`src/rtl/trisc_arb_pkg.sv`:
```
// Shared types and constants for the TRISC memory arbiter.
// State encoding, owner identifiers and default bus widths.
package trisc_arb_pkg;

   typedef enum logic [1:0] {
      IDLE = 2'd0,
      ACC  = 2'd1,
      XFER = 2'd2,
      DONE = 2'd3
   } arb_state_e;

   localparam logic OWNER_CPU = 1'b0;
   localparam logic OWNER_LDR = 1'b1;

   localparam int unsigned DEF_AW = 4;
   localparam int unsigned DEF_DW = 8;

endpackage

```
`src/rtl/trisc_mem_arbiter.sv`:
```
// Round-robin arbiter sharing the TRISC RAM between the CPU and the loader port.
// Optional CPU bus lock is built only when TRISC_ARB_LOCK_EN is defined.
module trisc_mem_arbiter
   import trisc_arb_pkg::*;
#(
   parameter int unsigned AW       = DEF_AW,
   parameter int unsigned DW       = DEF_DW,
   parameter int unsigned LOCK_MAX = 4
) (
   input  logic          clk,
   input  logic          CLR_n,
   input  logic          cpu_req,
   input  logic          cpu_we,
   input  logic [AW-1:0] cpu_addr,
   input  logic [DW-1:0] cpu_wdata,
   input  logic          cpu_lock,
   output logic          cpu_gnt,
   output logic          cpu_done,
   output logic [DW-1:0] cpu_rdata,
   input  logic          ldr_req,
   input  logic          ldr_we,
   input  logic [AW-1:0] ldr_addr,
   input  logic [DW-1:0] ldr_wdata,
   output logic          ldr_gnt,
   output logic          ldr_done,
   output logic [DW-1:0] ldr_rdata,
   output logic [AW-1:0] mem_addr,
   output logic [DW-1:0] mem_wdata,
   output logic          mem_rd,
   output logic          mem_wr,
   input  logic [DW-1:0] mem_rdata,
   output logic          busy
);

   arb_state_e    state_q, state_d;
   logic          owner_q, owner_d;
   logic          we_q, we_d;
   logic [AW-1:0] addr_q, addr_d;
   logic [DW-1:0] wdata_q, wdata_d;
   logic          last_q, last_d;
   logic [DW-1:0] cpu_rdata_q, cpu_rdata_d;
   logic [DW-1:0] ldr_rdata_q, ldr_rdata_d;

   logic ldr_allow;
   logic ldr_elig;
   logic grant_cpu;
   logic grant_ldr;

   // On a tie the port that did not own the previous transaction wins.
   assign ldr_elig  = ldr_req & ldr_allow;
   assign grant_cpu = cpu_req & (~ldr_elig | (last_q == OWNER_LDR));
   assign grant_ldr = ldr_elig & ~grant_cpu;

`ifdef TRISC_ARB_LOCK_EN
   localparam int unsigned CntW = $clog2(LOCK_MAX + 1);

   logic            lock_q, lock_d;
   logic [CntW-1:0] idle_cnt_q, idle_cnt_d;

   always_comb begin
      lock_d     = lock_q;
      idle_cnt_d = idle_cnt_q;
      if (!lock_q) begin
         idle_cnt_d = '0;
      end else if (state_q == IDLE) begin
         if (grant_cpu) begin
            idle_cnt_d = '0;
         end else if (!cpu_req) begin
            if (idle_cnt_q < CntW'(LOCK_MAX)) idle_cnt_d = idle_cnt_q + 1'b1;
            // This idle cycle is the LOCK_MAX-th in a row: release.
            if (idle_cnt_q >= CntW'(LOCK_MAX - 1)) lock_d = 1'b0;
         end
      end
      if (state_q == DONE && owner_q == OWNER_CPU) begin
         lock_d     = cpu_lock;
         idle_cnt_d = '0;
      end
   end

   always_ff @(posedge clk or negedge CLR_n) begin
      if (!CLR_n) begin
         lock_q     <= 1'b0;
         idle_cnt_q <= '0;
      end else begin
         lock_q     <= lock_d;
         idle_cnt_q <= idle_cnt_d;
      end
   end

   assign ldr_allow = ~lock_q;
`else
   logic unused_lock;

   assign unused_lock = cpu_lock ^ (LOCK_MAX == 0);
   assign ldr_allow   = 1'b1;
`endif

   always_comb begin
      state_d     = state_q;
      owner_d     = owner_q;
      we_d        = we_q;
      addr_d      = addr_q;
      wdata_d     = wdata_q;
      last_d      = last_q;
      cpu_rdata_d = cpu_rdata_q;
      ldr_rdata_d = ldr_rdata_q;
      case (state_q)
         IDLE: begin
            if (grant_cpu) begin
               owner_d = OWNER_CPU;
               we_d    = cpu_we;
               addr_d  = cpu_addr;
               wdata_d = cpu_wdata;
               state_d = ACC;
            end else if (grant_ldr) begin
               owner_d = OWNER_LDR;
               we_d    = ldr_we;
               addr_d  = ldr_addr;
               wdata_d = ldr_wdata;
               state_d = ACC;
            end
         end
         ACC: begin
            state_d = we_q ? DONE : XFER;
         end
         XFER: begin
            if (owner_q == OWNER_CPU) cpu_rdata_d = mem_rdata;
            else                      ldr_rdata_d = mem_rdata;
            state_d = DONE;
         end
         DONE: begin
            last_d  = owner_q;
            state_d = IDLE;
         end
         default: begin
            state_d = IDLE;
         end
      endcase
   end

   always_ff @(posedge clk or negedge CLR_n) begin
      if (!CLR_n) begin
         state_q     <= IDLE;
         owner_q     <= OWNER_CPU;
         we_q        <= 1'b0;
         addr_q      <= '0;
         wdata_q     <= '0;
         last_q      <= OWNER_LDR;
         cpu_rdata_q <= '0;
         ldr_rdata_q <= '0;
      end else begin
         state_q     <= state_d;
         owner_q     <= owner_d;
         we_q        <= we_d;
         addr_q      <= addr_d;
         wdata_q     <= wdata_d;
         last_q      <= last_d;
         cpu_rdata_q <= cpu_rdata_d;
         ldr_rdata_q <= ldr_rdata_d;
      end
   end

   // Strobes decode straight from state so an async reset drops them at once.
   assign busy      = (state_q != IDLE);
   assign cpu_gnt   = busy & (owner_q == OWNER_CPU);
   assign ldr_gnt   = busy & (owner_q == OWNER_LDR);
   assign cpu_done  = (state_q == DONE) & (owner_q == OWNER_CPU);
   assign ldr_done  = (state_q == DONE) & (owner_q == OWNER_LDR);
   assign mem_rd    = (state_q == ACC) & ~we_q;
   assign mem_wr    = (state_q == ACC) & we_q;
   assign mem_addr  = addr_q;
   assign mem_wdata = wdata_q;
   assign cpu_rdata = cpu_rdata_q;
   assign ldr_rdata = ldr_rdata_q;

endmodule

```
`config.mk`:
```
export PLATFORM = sky130hd
export DESIGN_NAME = trisc_mem_arbiter
export DESIGN_NICKNAME = d
export VERILOG_FILES = /design/src/rtl/trisc_arb_pkg.sv /design/src/rtl/trisc_mem_arbiter.sv
export SDC_FILE = /design/constraint.sdc
export NUM_CORES = 1
export LEC_CHECK = 0
export ABC_CLOCK_PERIOD_IN_PS = 1290
export CAP_MARGIN = 15
export CORE_UTILIZATION = 36
export CTS_CLUSTER_SIZE = 28
export DETAILED_ROUTE_END_ITERATION = 10
export PLACE_DENSITY = 0.85
export RECOVER_POWER = 50
export SYNTH_ARGS = -nofsm -noshare
export SYNTH_HDL_FRONTEND = slang
export SYNTH_SLANG_ARGS = --single-unit
```
`constraint.sdc`:
```
create_clock -name clk -period 1.29 [get_ports clk]
set_input_delay 0.258 -clock clk [delete_from_list [all_inputs] [get_ports clk]]
set_output_delay 0.258 -clock clk [all_outputs]
set_load 0.05 [all_outputs]
```
==> impl_metrics.env <==
export IMPL_timing_rr_start="state_q[0]"
export IMPL_rows=23
export IMPL_syn_inst=136
export IMPL_syn_nets=179
export IMPL_violations="setup timing"
export IMPL_p_sw_share_pct=42.60
export IMPL_synthMuxAreaShare_pct=12.75
export IMPL_detail_route_antenna_nets=0
export IMPL_io_buffers=72
export IMPL_clk_pin_slew_ps=80
export IMPL_synthArstFlopShare_pct=100.0
export IMPL_ys_seq_elements=33
export IMPL_p_int_mw=5.835
export IMPL_startpoint_type="register"
export IMPL_critPathCapture="busy"
export IMPL_syn2layout_area_growth_pct=109.6
export IMPL_grt_pass1_wl_um=6941
export IMPL_cts_tree="done"
export IMPL_nets=270
export IMPL_cp_arrival_ps=1310
export IMPL_hp_class="input pin to asynchronous set/reset pin"
export IMPL_grt_max_degree=34
export IMPL_drc=0
export IMPL_cellLeakagePower_nw=1.304
export IMPL_wl_per_cell_um=16.09
export IMPL_vias=1450
export IMPL_endpoint_kind="output pin"
export IMPL_synth_top_family_by_area="multiplexers"
export IMPL_startpoint="state_q[0]"
export IMPL_seqPwrFrac_pct=21.5
export IMPL_yosysUniqueCellTypes=23
export IMPL_avgSynthCellArea_um2=11.04
export IMPL_hold_viol=0
export IMPL_via_per_inst=5.216
export IMPL_dieArea_mm2=0.004433
export IMPL_setup_ws_ps=-280.1
export IMPL_crit_type="register to output pin"
export IMPL_drt_first_iter_violations=41
export IMPL_io_pins=74
export IMPL_peakVddDrop_v=0.001654
export IMPL_drv_slew=0
export IMPL_routed_wl_um=4472
export IMPL_regToRegSetupSlack_ps=-260
export IMPL_switching_power_mw=4.330
export IMPL_cap_violations=0
export IMPL_die_h_um=66.58
export IMPL_fin_skew_ps=11.08
export IMPL_yosys_area_share_simple_pct=12.50
export IMPL_cts_made_buffers=5
export IMPL_cts_sinks=33
export IMPL_path_max_fanout=5
export IMPL_powerDensity_mw_per_mm2=3230
export IMPL_drt_pass1_iter_count=4
export IMPL_overflow=0
export IMPL_synth_edf_count=0
export IMPL_synth_xor_area_share_pct=0
export IMPL_synthAdderAreaFrac_pct=3.333
export IMPL_yosysSeqAreaShare_pct=55.08
export IMPL_clockBufferDepth=2
export IMPL_fmax_ghz=0.6369
export IMPL_ctsHoldBuffers=0
export IMPL_rsz0062_at_grt="yes"
export IMPL_antenna_diode_count=0
export IMPL_dp_hpwl_um=2887
export IMPL_rr_worst_depth=6
export IMPL_relSlewSlack_pct=45.56
export IMPL_fin_crit_ps=1570
export IMPL_ys_warn_count=0
export IMPL_root_buffer="clkbuf_8"
export IMPL_synth_compound_gate_area_share_pct=12.25
export IMPL_power_frac_clock_pct=9.8
export IMPL_clk_latency_ps=280
export IMPL_ys_flop_type="dfrtp_1"
export IMPL_worst_pin_slew_ps=816.7
export IMPL_r2r_end="cpu_rdata[1]"
export IMPL_place_area_mm2=0.002746
export IMPL_syn_area_mm2=0.001501
export IMPL_drive_above_1_share_pct=47.37
export IMPL_setup_viol=39
export IMPL_design_area_mm2=0.003147
export IMPL_grtUsageTotal_pct=21.31
export IMPL_pwr_share_comb_pct=68.7
export IMPL_cts_htree_levels=2
export IMPL_core_area_mm2=0.004000
export IMPL_routabilityCongestion=0.6862
export IMPL_antenna_found_initial=0
export IMPL_grt_pass1_vias=1422
export IMPL_fin_crit_sh_pct=121.7
export IMPL_status="complete, but fails checks"
export IMPL_dpl_worst_slack_ps=-302.8
export IMPL_fp_dieW_um=66.58
export IMPL_required_ps=1030
export IMPL_initial_core_util_pct=37.54
-- cell families after synthesis --
| group | count (synthesis) |
|---|---|
| compound gates | 32 |
| flops | 33 |
| fa+ha+maj | 4 |
| mux | 17 |
| buf+inv | 12 |
| simple gates | 38 |
-- cell usage after synthesis (2+ instances only) --
cell type / number / area (µm²)
a31oi_1: 13 / 81.33
and2_1: 2 / 12.51
buf_2: 3 / 15.01
clkbuf_1: 2 / 7.510
dfrtp_1: 32 / 800.8
ha_1: 4 / 50.05
inv_1: 4 / 15.01
mux2_2: 17 / 191.4
nand3_1: 13 / 65.06
nor2_1: 14 / 52.55
nor2b_1: 4 / 25.02
o21ai_0: 17 / 85.08
-- power groups by stage --
stage	sequential [mW]	combinational [mW]	clock [mW]
after floorplan	3.47	1.61	0
after global placement	2.13	5.94	0
after detailed placement	2.17	6.04	0
after CTS	2.15	6.49	1.02
after global routing	2.25	7.27	1.07
final	2.19	6.98	0.999
-- state kept, by name (all words and copies together) (netlist names) --
name and cells:
we_q 1, cpu_rdata 8, owner_q 1, mem_wdata 8, ldr_rdata 8, state_q 2
last_q 1, mem_addr 4
-- stage by stage --
stage | util (%) | cells | total power, mW | setup TNS, ps | hold WS, ps
after floorplan | - | 136 | 5.082 | -823.2 | -37.59
after global placement | 68.66 | 260 | 8.074 | -4355 | 554.1
after detailed placement | 68.66 | 260 | 8.216 | -5327 | 561.1
after CTS | 74.98 | 274 | 9.660 | -7093 | 347.8
after global routing | 78.67 | 278 | 10.60 | -9659 | 568.9
final | 78.67 | 278 | 10.16 | -7370 | 536.0
-- metal layers --
| metal | part of all wire [%] | vias to the layer above | GRT usage, % |
|---|---|---|---|
| met5 | 0 | - | 0 |
| met4 | 1.1 | 0 | 8.777 |
| met3 | 6.8 | 8 | 6.336 |
| met2 | 52 | 60 | 36.62 |
| met1 | 40 | 712 | 24.38 |
| li1 | - | 670 | - |
-- layout by cell type (no fill, tap or decap), types with 5 or more instances in the layout --
cell type / count
a31oi_1: 9
buf_12: 40
buf_4: 8
clkbuf_8: 6
clkdlybuf4s50_1: 37
dfrtp_1: 31
mux2_2: 16
nand3_1: 13
nor2_1: 9
nor2_2: 5
o21ai_0: 11
-- worst max-delay path: stages, from the launching register on --
cell        delay [ps]
dfrtp_1            390
buf_6              120
inv_4               60
ha_4               190
clkinvlp_4         120
buf_12             160
-- final cells by class --
class	count	area (µm²)
Timing Repair Buffer	92	1334
Fill cell	223	853.3
Sequential cell	33	828.3
Multi-Input combinational cell	91	782.0
Clock buffer	7	86.33
Tap cell	50	62.56
Clock inverter	1	30.03
Inverter	4	23.77
-- how the worst min path moves through the flow --
stage,endpoint,cells after the start
after floorplan,cpu_rdata[0],0
after detailed placement,ldr_rdata[4],1
after global routing,mem_wdata[3],3
after CTS,cpu_rdata[6],2
final,mem_wdata[5],2
after global placement,ldr_rdata[1],1
-- what timing repair did --
| action | in CTS | in global routing |
|---|---|---|
| resized for setup | 14 | 26 |
| cloned | 2 | 1 |
| endpoints found under the setup margin | 39 | 39 |
| buffers inserted | 4 | 4 |
| pin swaps | 1 | 2 |
No activity file was read; power rests on OpenSTA's default activity.
